File: src/rtl/ptp_b_readout_seq.sv
// Sequencer driving the type-B serialiser on the Baby RAM/address outputs from a slow host handshake.
// Optional hold timeout is built when PTP_SEQ_TIMEOUT_EN is defined.
module ptp_b_readout_seq #(
  parameter int PULSE_HIGH     = 1,
  parameter int SERIAL_BEATS   = 160,
  parameter int BYTE_BEATS     = 20,
  parameter int TIMEOUT_CYCLES = 255
) (
  input  logic       clk_i,
  input  logic       reset_n_i,
  input  logic       start_i,
  input  logic       mode_i,
  input  logic       ack_i,
  input  logic       abort_i,
  output logic       ptp_reset_o,
  output logic       ptp_control_o,
  output logic       ptp_serial_o,
  output logic       beat_valid_o,
  output logic [7:0] beat_idx_o,
  output logic       busy_o,
  output logic       done_o,
  output logic       error_o
);

  if (PULSE_HIGH < 1 || PULSE_HIGH > 256 || SERIAL_BEATS < 1 || SERIAL_BEATS > 256 ||
      BYTE_BEATS < 1 || BYTE_BEATS > 256 || TIMEOUT_CYCLES < 1 || TIMEOUT_CYCLES > 255) begin : g_bad_param
    $error("ptp_b_readout_seq: parameter out of range");
  end

  typedef enum logic [2:0] {
    S_IDLE,
    S_CLEAR,
    S_PULSE,
    S_HOLD,
    S_DONE
  } state_t;

  state_t     state_q, state_d;
  logic [7:0] idx_q, idx_d;
  logic [7:0] pulse_q, pulse_d;
  logic       mode_q, mode_d;
  logic       rst_hold_q;
  logic       last_beat;
  logic       timeout_hit;

  assign last_beat = mode_q ? (idx_q == 8'(SERIAL_BEATS - 1))
                            : (idx_q == 8'(BYTE_BEATS - 1));

  // Holds ptp_reset_o high for the cycle after any reset edge, before IDLE takes over.
  always_ff @(posedge clk_i) begin
    rst_hold_q <= ~reset_n_i;
  end

  always_ff @(posedge clk_i) begin
    if (!reset_n_i) begin
      state_q <= S_IDLE;
      idx_q   <= '0;
      pulse_q <= '0;
      mode_q  <= 1'b0;
    end else begin
      state_q <= state_d;
      idx_q   <= idx_d;
      pulse_q <= pulse_d;
      mode_q  <= mode_d;
    end
  end

  always_comb begin
    state_d       = state_q;
    idx_d         = idx_q;
    pulse_d       = pulse_q;
    mode_d        = mode_q;
    ptp_control_o = 1'b0;
    beat_valid_o  = 1'b0;
    busy_o        = 1'b0;
    done_o        = 1'b0;
    ptp_reset_o   = rst_hold_q;

    case (state_q)
      S_IDLE: begin
        // start beats abort here; abort only matters once a frame is running
        if (start_i) begin
          mode_d  = mode_i;
          idx_d   = '0;
          state_d = S_CLEAR;
        end
      end
      S_CLEAR: begin
        ptp_reset_o = 1'b1;
        busy_o      = 1'b1;
        if (abort_i) begin
          state_d = S_IDLE;
        end else begin
          pulse_d = '0;
          state_d = S_PULSE;
        end
      end
      S_PULSE: begin
        ptp_control_o = 1'b1;
        busy_o        = 1'b1;
        if (abort_i) begin
          state_d = S_IDLE;
        end else if (pulse_q == 8'(PULSE_HIGH - 1)) begin
          state_d = S_HOLD;
        end else begin
          pulse_d = pulse_q + 8'd1;
        end
      end
      S_HOLD: begin
        beat_valid_o = 1'b1;
        busy_o       = 1'b1;
        if (abort_i) begin
          state_d = S_IDLE;
        end else if (ack_i) begin
          if (last_beat) begin
            state_d = S_DONE;
          end else begin
            idx_d   = idx_q + 8'd1;
            pulse_d = '0;
            state_d = S_PULSE;
          end
        end else if (timeout_hit) begin
          state_d = S_IDLE;
        end
      end
      S_DONE: begin
        done_o  = 1'b1;
        state_d = S_IDLE;
      end
      default: state_d = S_IDLE;
    endcase
  end

  assign ptp_serial_o = mode_q;
  assign beat_idx_o   = idx_q;

`ifdef PTP_SEQ_TIMEOUT_EN
  logic [7:0] wait_q;
  logic       error_q;

  // wait_q is zero on every HOLD entry because it only counts while in HOLD.
  always_ff @(posedge clk_i) begin
    if (!reset_n_i) begin
      wait_q  <= '0;
      error_q <= 1'b0;
    end else begin
      if (state_q == S_HOLD) begin
        wait_q <= wait_q + 8'd1;
      end else begin
        wait_q <= '0;
      end
      if (state_q == S_IDLE && start_i) begin
        error_q <= 1'b0;
      end else if (state_q == S_HOLD && !abort_i && !ack_i && timeout_hit) begin
        error_q <= 1'b1;
      end
    end
  end

  assign timeout_hit = (wait_q == 8'(TIMEOUT_CYCLES - 1));
  assign error_o     = error_q;
`else
  assign timeout_hit = 1'b0;
  assign error_o     = 1'b0;
`endif

endmodule

File: config.mk
export PLATFORM = sky130hd
export DESIGN_NAME = ptp_b_readout_seq
export DESIGN_NICKNAME = d
export VERILOG_FILES = /design/src/rtl/ptp_b_readout_seq.sv
export SDC_FILE = /design/constraint.sdc
export NUM_CORES = 1
export LEC_CHECK = 0
export ABC_AREA = 1
export BUFFER_PORTS_ARGS = -buffer_cell sky130_fd_sc_hd__buf_2
export CAP_MARGIN = 25
export CELL_PAD_IN_SITES_DETAIL_PLACEMENT = 1
export CELL_PAD_IN_SITES_GLOBAL_PLACEMENT = 1
export CORE_ASPECT_RATIO = 1.2
export CORE_MARGIN = 2
export CORE_UTILIZATION = 38
export DETAILED_ROUTE_END_ITERATION = 8
export GPL_ROUTABILITY_DRIVEN = 1
export MAX_ROUTING_LAYER = met4
export PLACE_DENSITY = 0.78
export SLEW_MARGIN = 10
export SYNTH_ARGS = -nofsm -noshare
export SYNTH_HDL_FRONTEND = slang
export SYNTH_SLANG_ARGS = --single-unit
File: constraint.sdc
create_clock -name clk_i -period 2 [get_ports clk_i]
set_input_delay 0 -clock clk_i [delete_from_list [all_inputs] [get_ports clk_i]]
set_output_delay 0 -clock clk_i [all_outputs]
set_load 0.05 [all_outputs]
Yosys cells after proc, flatten, opt, wreduce, memory -nomap -nowiden
Index checks and enable logic that the tools add are counted.
{"block": "word_totals", "register_bits": 21, "latchBits": 0, "mem_bits_rw": 0, "mem_bits_ro": 0, "in_bits": 6, "out_inout_bits": 15, "elab_cells": 58, "memories": 0}
{"block": "op_classes", "addsub": 2, "mul": 0, "n_div": 0, "order_cmp": 0, "eq_ne": 15, "n_shift": 0, "muxes": 26, "bitwise_logic": 1, "reduce_logical": 9}
{"cell": "$mux W8", "n": 10}
{"cell": "$pmux W8 S3", "n": 1}
{"cell": "$mux W3", "n": 6}
{"cell": "$add A8 B1 Y8 const B", "n": 2}
{"cell": "$pmux W8 S2", "n": 1}
{"cell": "$ne A2 B2 Y1 const B", "n": 7}
{"cell": "$pmux W3 S4", "n": 1}
{"cell": "$eq A8 B5 Y1 const B", "n": 1}
{"cell": "$eq A8 B8 Y1 const B", "n": 1}
{"cell": "$logic_not A8 Y1", "n": 1}
{"cell": "$reduce_and A7 Y1", "n": 1}
{"cell": "$eq A3 B2 Y1 const B", "n": 2}
{"cell": "$mux W1", "n": 6}
{"cell": "$ne A3 B3 Y1 const B", "n": 2}
{"cell": "$reduce_and A5 Y1", "n": 1}
{"cell": "$eq A3 B1 Y1 const B", "n": 1}
{"cell": "$eq A3 B3 Y1 const B", "n": 1}
{"cell": "$logic_not A3 Y1", "n": 1}
{"cell": "$reduce_and A3 Y1", "n": 1}
{"cell": "$reduce_bool A3 Y1", "n": 1}
{"cell": "$reduce_or A3 Y1", "n": 1}
{"cell": "$mux W2", "n": 1}
{"cell": "$reduce_and A2 Y1", "n": 1}
{"cell": "$reduce_bool A2 Y1", "n": 1}
{"cell": "$not A1 Y1", "n": 1}

Longest topological paths before layout
{"block": "logic_depth", "word_depth": 6, "depth_mapped": 12}

Least setup slack after synthesis
No wires, ideal clock.
{"block": "synth_path", "kind": "register to register", "from": "register idx_q[0] (netlist: beat_idx_o[0])", "to": "register idx_q[3] (netlist: beat_idx_o[3])", "t_arrival_ns": 1.643, "t_required_ns": 1.873, "path_slack_ns": 0.230, "stages_incl_launch_ff": 11, "path_buffers": 0, "synth_period_minus_slack_ns": 1.770, "path_cell_list": "dfxtp_1 -> ha_1 -> nand2_1 -> nor2_1 -> nand2_1 -> nand2_2 -> nand2_2 -> nand2_2 -> nand2_1 -> nand2_1 -> a21oi_1"}
{"block": "synth_between", "elab_chain_len": 5}
{"element": "from (decl)", "line": "39", "rtl": "logic [7:0] idx_q, idx_d;"}
{"element": "from (signal assigned)", "line": "62", "rtl": "idx_q <= idx_d;"}
{"element": "$add A8 B1 Y8", "line": "118", "rtl": "idx_d = idx_q + 8'd1;"}
{"element": "$mux W8", "line": "115", "rtl": "if (last_beat) begin"}
{"element": "$mux W8", "line": "114", "rtl": "end else if (ack_i) begin"}
{"element": "$mux W8", "line": "112", "rtl": "if (abort_i) begin"}
{"element": "$pmux W8 S2", "line": "79", "rtl": "case (state_q)"}
Several ways; a longest one is shown, not always the timed one. The select of a mux whose other input is x is not followed.
A chain may end at the register's enable or synchronous reset.

Worst setup path after layout
{"block": "layout_path", "from": "register idx_q[0] (netlist: beat_idx_o[0])", "to": "register idx_q[7] (netlist: beat_idx_o[7])"}
Same word-level chain as after synthesis.

==> summary.txt <==
Core Footprint: 0.00357 mm2
Mapped Area: 0.00138 mm2
vias: 1,433
critical path's slowest cell: dfxtp_1
top post-synthesis cells by area: dfxtp_1, nand2_1, nor2_1, inv_1, nand3_1
crit-path most repeated cell: nand2_1
Crit Path Max Fanout: 7
first-pass iteration count of the detailed router: 4
hold violation count in the final report: 0
area leader, netlist: dfxtp_1
CTS Buf Count: 3
clock slew at reported path FFs: 0.08 ns
total gr overflow: 0
first-pass GRT wire length: 6.57 mm
max-slew violation count: 0
I/O Pins: 21
synth warn: 0
Max Cap Violations: 0
Pwr Total: 1210 uW
Core Util, Final: 43.7%
Critical Path RT: 2.15 ns
post-CTS setup buffer count: 0
Peak Freq: 0.605 GHz
Startpoint Class: flop
H-tree levels: 1
die width: 59.1 um
DR iter-0 viols: 24
period utilisation layout: 82.6%
unrepaired setup endpoints after global routing: false
register area share after synthesis: 30.4%
DP HPWL: 2.89 mm
worst hold path type: in -> reg
Unique masters post-synth: 30
Final TNS setup: 0 ns
Longest Clk Path Bufs: 2
DRC: 0
commonest non-fill, non-tap cells in the layout: nand2_1, nor2_1, inv_1
switching portion of total power: 40.9%
vias per cell: 5.05
Inserted Diodes: 0
initial antenna violation count: 0
Syn-to-layout area delta: 12.8%
most common cell after layout, fill and taps aside: nand2_1
# port buffers: 19
Internal: 713 uW
clk sink count: 21
LEAKAGE: 0.000744 uW
Die H: 70.1 um
Post-Synthesis Cells: 224
TritonCTS clock tree: built
ANT nets after route: 0
Tmin final: 1.65 ns
P_sw: 493 uW
Core Rows: 24
final RePlAce weighted congestion: 0.784
layout cells sized above 1: 20.0%
clock network fraction of design power: 23.9%
combinational power share: 33.9%
largest net degree at the start of global routing: 16
Hold Buf Count CTS: 0
GRT Total Usage: 20.8%
crit-path cells: ha_1 > nand2_1 > nor2_1 > nand2_1 > nand2_2 > nand2_2 > nand2_2 > nand2_1 > nand2_1 > a21oi_1
Avg WL per Cell: 12.9 um
outcome: complete, no violations
share of power burned in registers: 42.2%
Critical Path AT: 1.80 ns
Max VDD drop: 369 uV
FF+latch count, synth: 21
largest stage delay on the critical path: 0.41 ns
CP Capture Type: flop
Mean Syn Cell Area: 6.18 um2
Starting Density: 38.7%
worst skew pair latency: 0.26 ns
CP Class: reg -> reg
clk_skew: 0.00259 ns
Die ar.: 0.00414 mm2
vias in the first global route: 1,481
CTS Root Buffer Type: clkbuf_8
Cell Pwr Density: 772 mW/mm2
Final setup violation count: 0
post-synth top area share: 30.4%
syn nets: 233
post-CTS resize count: 0
NumNets Final: 255
Routed WL: 3.65 mm
[cells in the mapped netlist]
| library cell | n |
|---|---|
| a21oi_4 | 1 |
| o21ai_0 | 5 |
| inv_2 | 7 |
| o21ai_1 | 4 |
| o211ai_1 | 1 |
| a21oi_2 | 1 |
| buf_2 | 1 |
| nor2_4 | 2 |
| dfxtp_1 | 21 |
| nor3b_1 | 1 |
| nor3_1 | 1 |
| xnor2_1 | 1 |
| inv_4 | 1 |
| nand3_1 | 17 |
| nand3_4 | 1 |
| or2_2 | 1 |
| conb_1 | 1 |
| nand2_2 | 8 |
| nand3_2 | 1 |
| buf_4 | 2 |
| o21ai_2 | 1 |
| nor2_2 | 1 |
| nand4_1 | 5 |
| a21oi_1 | 10 |
| o21bai_1 | 2 |
| nor2_1 | 41 |
| inv_1 | 24 |
| nor4_1 | 1 |
| nand2_1 | 58 |
| ha_1 | 3 |
[per-layer routing]
layer  vias up  track usage, %  part of all wire [%]  wire length [um]
met3         7            2.22                   2.2                82
met5         -               -                     0                 0
met4         0            5.30                   1.6                59
met2        26            38.1                    54              1980
met1       656            23.2                    42              1530
li1        744               -                     -                 -
[cell families after synthesis]
family,count (synthesis),share of synthesized area (%)
AO/OA/AOI/OAI,25,10.9
XOR/XNOR,1,0.633
buffers and inverters,35,10.3
flip-flops,21,30.4
other,1,0.271
AND/OR/NAND/NOR,138,44.8
adder cells (fa/ha/maj),3,2.71
[sequential cells by signal, summed over array words and instances, names as in the netlist]
name and cells:
state_q 3, beat_idx_o 8, ptp_serial_o 1, rst_hold_q 1, pulse_q 8
[area by class of cell]
type                       count  area, um2
clock buffer                   3       41.3
fill                         504       2010
clock inverter                 1       5.00
inverter                      32        123
timing repair buffer          20        103
tap                           39       48.8
sequential                    21        420
multi-input combinational    168        821
[power by group through the flow]
stage / registers (uW) / logic, uW / clock network (uW)
final: 509 / 408 / 288
after global routing: 518 / 462 / 314
after CTS: 510 / 415 / 300
after detailed placement: 520 / 413 / 0
after global placement: 519 / 404 / 0
after floorplan: 581 / 253 / 0
[metrics by stage]
stage / cells / worst slack, ns / area [um2] / hold slack, ns
after floorplan: 224 / 0.230 / 1380 / 0.123
after global placement: 280 / 0.358 / 1520 / 0.301
after detailed placement: 280 / 0.349 / 1520 / 0.291
after CTS: 284 / 0.323 / 1560 / 0.0275
after global routing: 284 / 0.124 / 1560 / 0.0833
final: 284 / 0.347 / 1560 / 0.0250
[final timing paths]
kind	from	endpoint	slack (ns)	depth (start not counted)
min	mode_i	ptp_serial_o	0.03	3
min reg2reg	ptp_serial_o	ptp_serial_o	0.48	2
max reg2reg	beat_idx_o[0]	beat_idx_o[7]	0.35	10
max	beat_idx_o[0]	beat_idx_o[7]	0.35	10
[critical path: cells and delay by family, from the launching register on]
kind	cells	cell delay, ns
and+or+nand+nor	8	0.82
DFF	1	0.41
adders and majority gates	1	0.24
AOI/OAI and AO/OA	1	0.04
Note: power is estimated with default switching activity, not from simulation.
